### src/rtl/xbar_rr_pkg.sv
// Shared definitions for the round-robin crossbar: packet layout and default sizing.
package xbar_rr_pkg;

    localparam int unsigned DEF_NUM_SRC    = 4;
    localparam int unsigned DEF_NUM_DST    = 4;
    localparam int unsigned DEF_FIFO_DEPTH = 4;
    localparam int unsigned INDEX_W        = 8;
    localparam int unsigned DATA_W         = 16;

    typedef struct packed {
        logic               valid;
        logic [INDEX_W-1:0] index;
        logic [DATA_W-1:0]  data;
    } data_packet_t;

endpackage

### src/rtl/xbar_rr_if.sv
// Source/destination bundle of the crossbar; master drives sources and consumers, slave is the crossbar.
interface xbar_rr_if
    import xbar_rr_pkg::*;
#(
    parameter int unsigned NUM_SRC    = DEF_NUM_SRC,
    parameter int unsigned NUM_DST    = DEF_NUM_DST,
    parameter int unsigned FIFO_DEPTH = DEF_FIFO_DEPTH,
    localparam int unsigned CNT_W     = $clog2(FIFO_DEPTH + 1)
);

    data_packet_t [NUM_SRC-1:0]            in_packet;
    logic         [NUM_SRC-1:0]            in_ready;
    data_packet_t [NUM_DST-1:0]            out_packet;
    logic         [NUM_DST-1:0]            out_valid;
    logic         [NUM_DST-1:0]            out_ready;
    logic         [NUM_DST-1:0][CNT_W-1:0] fifo_count;
    logic                                  busy;

    modport master (
        output in_packet,
        output out_ready,
        input  in_ready,
        input  out_packet,
        input  out_valid,
        input  fifo_count,
        input  busy
    );

    modport slave (
        input  in_packet,
        input  out_ready,
        output in_ready,
        output out_packet,
        output out_valid,
        output fifo_count,
        output busy
    );

endinterface

### src/rtl/xbar_rr_fifo.sv
// Single-push/single-pop destination FIFO; full/empty come from the occupancy count.
module xbar_rr_fifo
    import xbar_rr_pkg::*;
#(
    parameter int unsigned FIFO_DEPTH = DEF_FIFO_DEPTH,
    localparam int unsigned PTR_W     = $clog2(FIFO_DEPTH),
    localparam int unsigned CNT_W     = $clog2(FIFO_DEPTH + 1)
) (
    input  logic             clock,
    input  logic             reset,
    input  logic             push,
    input  data_packet_t     push_data,
    input  logic             pop,
    output data_packet_t     head,
    output logic             not_empty,
    output logic             full,
    output logic [CNT_W-1:0] count
);

    data_packet_t     mem [FIFO_DEPTH];
    logic [PTR_W-1:0] wr_ptr_q, rd_ptr_q;
    logic [CNT_W-1:0] count_q, count_d;

    always_comb begin
        count_d = count_q;
        unique case ({push, pop})
            2'b10:   count_d = count_q + 1'b1;
            2'b01:   count_d = count_q - 1'b1;
            default: count_d = count_q;
        endcase
    end

    always_ff @(posedge clock) begin
        if (reset) begin
            wr_ptr_q <= '0;
            rd_ptr_q <= '0;
            count_q  <= '0;
        end else begin
            if (push) wr_ptr_q <= wr_ptr_q + 1'b1;
            if (pop)  rd_ptr_q <= rd_ptr_q + 1'b1;
            count_q <= count_d;
        end
    end

    // Storage carries no reset; stale entries are masked by the count.
    always_ff @(posedge clock) begin
        if (push) mem[wr_ptr_q] <= push_data;
    end

    assign head      = mem[rd_ptr_q];
    assign not_empty = (count_q != '0);
    assign full      = (count_q == CNT_W'(FIFO_DEPTH));
    assign count     = count_q;

endmodule

### src/rtl/xbar_rr.sv
// Source-to-destination crossbar with a round-robin arbiter and a FIFO per destination.
module xbar_rr
    import xbar_rr_pkg::*;
#(
    parameter int unsigned NUM_SRC    = DEF_NUM_SRC,
    parameter int unsigned NUM_DST    = DEF_NUM_DST,
    parameter int unsigned FIFO_DEPTH = DEF_FIFO_DEPTH
) (
    input logic      clock,
    input logic      reset,
    xbar_rr_if.slave bus
);

    localparam int unsigned SRC_W = $clog2(NUM_SRC);
    localparam int unsigned DST_W = $clog2(NUM_DST);

    logic [NUM_SRC-1:0] grant [NUM_DST];
    logic [NUM_DST-1:0] space;
    logic [NUM_SRC-1:0] src_valid;

    for (genvar i = 0; i < NUM_SRC; i++) begin : g_src
        logic [DST_W-1:0] dst;
        assign src_valid[i]    = bus.in_packet[i].valid;
        assign dst             = bus.in_packet[i].index[DST_W-1:0];
        assign bus.in_ready[i] = grant[dst][i] & space[dst];
    end

    for (genvar d = 0; d < NUM_DST; d++) begin : g_dst
        logic [NUM_SRC-1:0] req;
        logic [SRC_W-1:0]   rr_ptr_q, gnt_idx;
        logic               gnt_any, pop, push, full;
        data_packet_t       push_data;

        for (genvar i = 0; i < NUM_SRC; i++) begin : g_req
            assign req[i] = bus.in_packet[i].valid &&
                            (bus.in_packet[i].index[DST_W-1:0] == DST_W'(d));
        end

        // First requester at or after rr_ptr_q, wrapping modulo NUM_SRC.
        always_comb begin
            int unsigned idx;
            idx     = 0;
            gnt_any = 1'b0;
            gnt_idx = '0;
            for (int unsigned k = 0; k < NUM_SRC; k++) begin
                idx = (int'(rr_ptr_q) + k) % NUM_SRC;
                if (!gnt_any && req[SRC_W'(idx)]) begin
                    gnt_any = 1'b1;
                    gnt_idx = SRC_W'(idx);
                end
            end
        end

        assign grant[d] = gnt_any ? (NUM_SRC'(1) << gnt_idx) : '0;
        assign pop      = bus.out_valid[d] & bus.out_ready[d];
        assign space[d] = ~full | pop;
        assign push     = gnt_any & space[d];

        always_comb begin
            push_data       = bus.in_packet[gnt_idx];
            push_data.valid = 1'b1;
        end

        always_ff @(posedge clock) begin
            if (reset) begin
                rr_ptr_q <= '0;
            end else if (push) begin
                rr_ptr_q <= (gnt_idx == SRC_W'(NUM_SRC - 1)) ? '0 : gnt_idx + 1'b1;
            end
        end

        xbar_rr_fifo #(
            .FIFO_DEPTH (FIFO_DEPTH)
        ) u_fifo (
            .clock     (clock),
            .reset     (reset),
            .push      (push),
            .push_data (push_data),
            .pop       (pop),
            .head      (bus.out_packet[d]),
            .not_empty (bus.out_valid[d]),
            .full      (full),
            .count     (bus.fifo_count[d])
        );
    end

    assign bus.busy = (|bus.out_valid) | (|src_valid);

endmodule
### src/flat_wrapper.sv
// flat-port wrapper written by rule: the top's interface ports become plain ports
module xbar_rr_flat import xbar_rr_pkg::*;
#(
    parameter int unsigned NUM_SRC    = DEF_NUM_SRC,
    parameter int unsigned NUM_DST    = DEF_NUM_DST,
    parameter int unsigned FIFO_DEPTH = DEF_FIFO_DEPTH
)
  (clock, reset, bus_in_packet, bus_out_ready, bus_in_ready, bus_out_packet, bus_out_valid, bus_fifo_count, bus_busy);
  xbar_rr_if #(.NUM_SRC(NUM_SRC), .NUM_DST(NUM_DST), .FIFO_DEPTH(FIFO_DEPTH)) bus_i ();
  input logic clock;
  input logic reset;
  input wire logic [$bits(bus_i.in_packet)-1:0] bus_in_packet;
  input wire logic [$bits(bus_i.out_ready)-1:0] bus_out_ready;
  output wire logic [$bits(bus_i.in_ready)-1:0] bus_in_ready;
  output wire logic [$bits(bus_i.out_packet)-1:0] bus_out_packet;
  output wire logic [$bits(bus_i.out_valid)-1:0] bus_out_valid;
  output wire logic [$bits(bus_i.fifo_count)-1:0] bus_fifo_count;
  output wire logic [$bits(bus_i.busy)-1:0] bus_busy;
  assign bus_i.in_packet = bus_in_packet;
  assign bus_i.out_ready = bus_out_ready;
  assign bus_in_ready = bus_i.in_ready;
  assign bus_out_packet = bus_i.out_packet;
  assign bus_out_valid = bus_i.out_valid;
  assign bus_fifo_count = bus_i.fifo_count;
  assign bus_busy = bus_i.busy;
  xbar_rr #(.NUM_SRC(NUM_SRC), .NUM_DST(NUM_DST), .FIFO_DEPTH(FIFO_DEPTH)) u_core (.clock(clock), .reset(reset), .bus(bus_i));
endmodule
### config.mk
export PLATFORM = sky130hd
export DESIGN_NAME = xbar_rr_flat
export DESIGN_NICKNAME = d
export VERILOG_FILES = /design/src/rtl/xbar_rr_pkg.sv /design/src/rtl/xbar_rr_if.sv /design/src/rtl/xbar_rr_fifo.sv /design/src/rtl/xbar_rr.sv /design/src/flat_wrapper.sv
export SDC_FILE = /design/constraint.sdc
export NUM_CORES = 1
export LEC_CHECK = 0
export CORE_MARGIN = 5
export CORE_UTILIZATION = 50
export CTS_BUF_LIST = sky130_fd_sc_hd__clkbuf_8
export DETAILED_ROUTE_END_ITERATION = 6
export HOLD_SLACK_MARGIN = 0.12
export PLACE_DENSITY = 0.74
export SYNTH_ARGS = -nofsm -noshare
export SYNTH_HDL_FRONTEND = slang
export SYNTH_HIERARCHICAL = 1
export SYNTH_SLANG_ARGS = --single-unit
### constraint.sdc
create_clock -name clock -period 2.7 [get_ports clock]
set_input_delay 0.405 -clock clock [delete_from_list [all_inputs] [get_ports clock]]
set_output_delay 0.405 -clock clock [all_outputs]
set_load 0.02 [all_outputs]
==> run metrics <==
worst slack, placed -0.893 ns; PwrDens 832 nW/um2; placed instance count 2,031; Final Cell Area 26,100 um2; post-synthesis area per instance 17.5 um2; Sink Count 444; synth warn 6; Syn-to-layout area delta 26.9%; worst flop-to-flop path startpoint u_core/g_dst[0].u_fifo/count[2]$_SDFFE_PP0P_; Max Freq 0.370 GHz; worst path cell trace nor2b_4 > o21ai_2 > a22oi_2 > inv_1 > ha_2 > a32oi_2 > a211oi_2 > buf_4; Most used DFF post-synth edfxtp_1; Clock Latency Late Sink 0.61 ns; root buffer cell clkbuf_8; dpl hpwl 36,000 um; max_cap viols 0; Yosys reg bits 444; core area 40,800 um2; Hold Slack 0.529 ns; row cnt 74; most frequent cells in the layout edfxtp_1 (400), mux2i_1 (276), buf_4 (139); status finished, violations left; Clock Pin Slew Worst Setup and Hold Paths 0.05 ns; worst hold start u_core/g_dst[3].u_fifo/count[2]$_SDFFE_PP0P_; WP data required 2.30 ns; largest net degree at the start of global routing 47; number of enable flip-flop cells after synthesis 400; final cell count without fillers 2,175; sequential fraction of the synthesis area 62.5%; I/O pins 227; via/cell ratio 5.54; Total Routing Usage GR 22.9%; initial core utilization 50.5%; wire per inst 23.8 um; Crit path largest cell delay 0.37 ns; synthesized instance count 1,175; Worst-Margin Slew 0.852 ns; Final Hold Viols 0; CTS tree yes; Routed Antenna Nets 0; CTS Buf Count 73; Die Y 213 um; reg2reg end u_core/g_dst[0].u_fifo/count[2]$_SDFFE_PP0P_; Vias 12,000; kind of critical path reg2out; WP data arrival 2.30 ns; Die ar. 45,400 um2; asr flop ratio synth 0%; Buf/Inv on CP 2; first-pass GRT wire length 77,300 um; VDD IR max 694 uV; Bufs on Longest Clock Path 3; crit end category primary output; setup ws final -0.00180 ns; final setup fails 1; worst hold endpoint u_core/g_dst[3].u_fifo/count[2]$_SDFFE_PP0P_; Hold WC Path Type reg2reg; drt drc 0; PortBufs 226; Max-slew headroom 43.2%; ant diodes 0; router iterations before antenna repair 5; failing checks setup timing; R2R setup slack 0.14 ns; Lkg Pwr 9.24 nW; cell family with most CP delay compound AO/OA/AOI/OAI gates; CP Launch Type register; count of cell instances traversed by the critical path 8; Detailed Route WL 51,800 um; initial antenna violation count 1; fin crit share 100%; slowest cell on the critical path dfxtp_4; CTS Hold Bufs 0; 1st-iter DRT viols 713; die width 213 um; share of layout cells above drive strength 1 26.5%; Slew Viols, Final 0; vias in the first global route 12,700; mapped cell area 20,600 um2; CTS H-tree lvls 3; routability cong. 0.832; post-layout minimum cycle time 2.70 ns; post-layout util 64.0%; Yosys cell types 57; Crit Path Max Fanout 5; most common cell after layout, fill and taps aside edfxtp_1; clk_skew 0.0157 ns; global route total overflow 0; Hold Path Depth 2; worst r2r path cells 10; RSZ-0062 raised after global routing yes; nets 1,735; placed instance area 24,500 um2
[cell type report]
| cell class | count | area [um2] |
|---|---|---|
| clock inverters | 55 | 350 |
| clock buffers | 74 | 1020 |
| well taps | 532 | 666 |
| fillers | 2939 | 14700 |
| flip-flops and latches | 444 | 12900 |
| multi-input cells | 651 | 7430 |
| inverters | 29 | 109 |
| repair buffers | 390 | 3660 |
[synth_stat cells (16+ instances only)]
cell type	number	area [um2]
nand2_1	19	71.3
mux4_2	80	1800
ha_1	36	450
buf_2	16	80.1
dfxtp_1	44	881
mux2i_1	276	2760
inv_1	29	109
buf_6	17	191
edfxtp_1	400	12000
mux4_1	20	526
nor2_1	41	154
and2_1	19	119
[tightest hold or removal path: stages (launching register included)]
cell	delay, ns
dfxtp_1	0.34
o21ai_0	0.08
a21oi_1	0.06
[power breakdown]
part	internal (mW)	switching [mW]
sequential	8.48	0.335
combinational	3.42	3.96
clock	2.95	2.62
[state kept, by name (all words and copies together) (netlist names), named ones only]
signal                        count
u_core/g_dst.u_fifo/mem         400
u_core/g_dst.u_fifo/count        12
u_core/g_dst.rr_ptr_q             8
u_core/g_dst.u_fifo/rd_ptr_q      8
u_core/g_dst.u_fifo/wr_ptr_q      8
[cell families (layout without fill, tap and decap cells)]
group / count (synthesis) / count (layout) / share of synthesized area (%)
adders and majority gates: 40 / 40 / 2.57
DFF: 444 / 444 / 62.5
muxes: 376 / 376 / 24.7
buffers and inverters: 95 / 548 / 3.43
other: 1 / 16 / 0.0182
and+or+nand+nor: 140 / 140 / 3.90
AOI/OAI and AO/OA: 59 / 59 / 1.99
xor gates and xnor gates: 20 / 20 / 0.850
[worst max path at each step]
stage                                                   startpoint               to  slack (ns)
final                     u_core/g_dst[3].rr_ptr_q[0]$_SDFFE_PP0P_  bus_in_ready[0]      -0.002
after global routing                             bus_in_packet[24]  bus_in_ready[1]       -0.10
after CTS                 u_core/g_dst[1].rr_ptr_q[0]$_SDFFE_PP0P_  bus_in_ready[2]       -0.05
after detailed placement                         bus_in_packet[49]  bus_in_ready[3]       -0.89
after global placement                           bus_in_packet[49]  bus_in_ready[3]       -0.86
after floorplan                                  bus_in_packet[42]  bus_in_ready[3]       -0.06
[metal layers]
layer / share of wire (%) / vias up / global-route usage, %
li1: - / 5481 / -
met1: 42 / 6121 / 30.9
met2: 50 / 364 / 38.3
met3: 6.2 / 74 / 4.57
met4: 2.2 / 2 / 6.58
met5: 0.025 / - / 0
[stage by stage]
step                      power, mW  setup TNS [ns]
after CTS                      21.9         -0.0705
after floorplan                13.3         -0.0573
final                          21.8        -0.00180
after detailed placement       16.7         -222.48
after global routing           22.8          -0.397
after global placement         16.6         -194.10
[timing repair]
item | 4_1_cts | 5_1_grt
endpoints found under the setup margin | 108 | 24
gates cloned | 0 | 1
setup buffers | 14 | 0
pin swaps | 31 | 14
hold endpoints to repair | 0 | 0
gates resized for setup | 212 | 27
(Power assumes the default switching activity.)
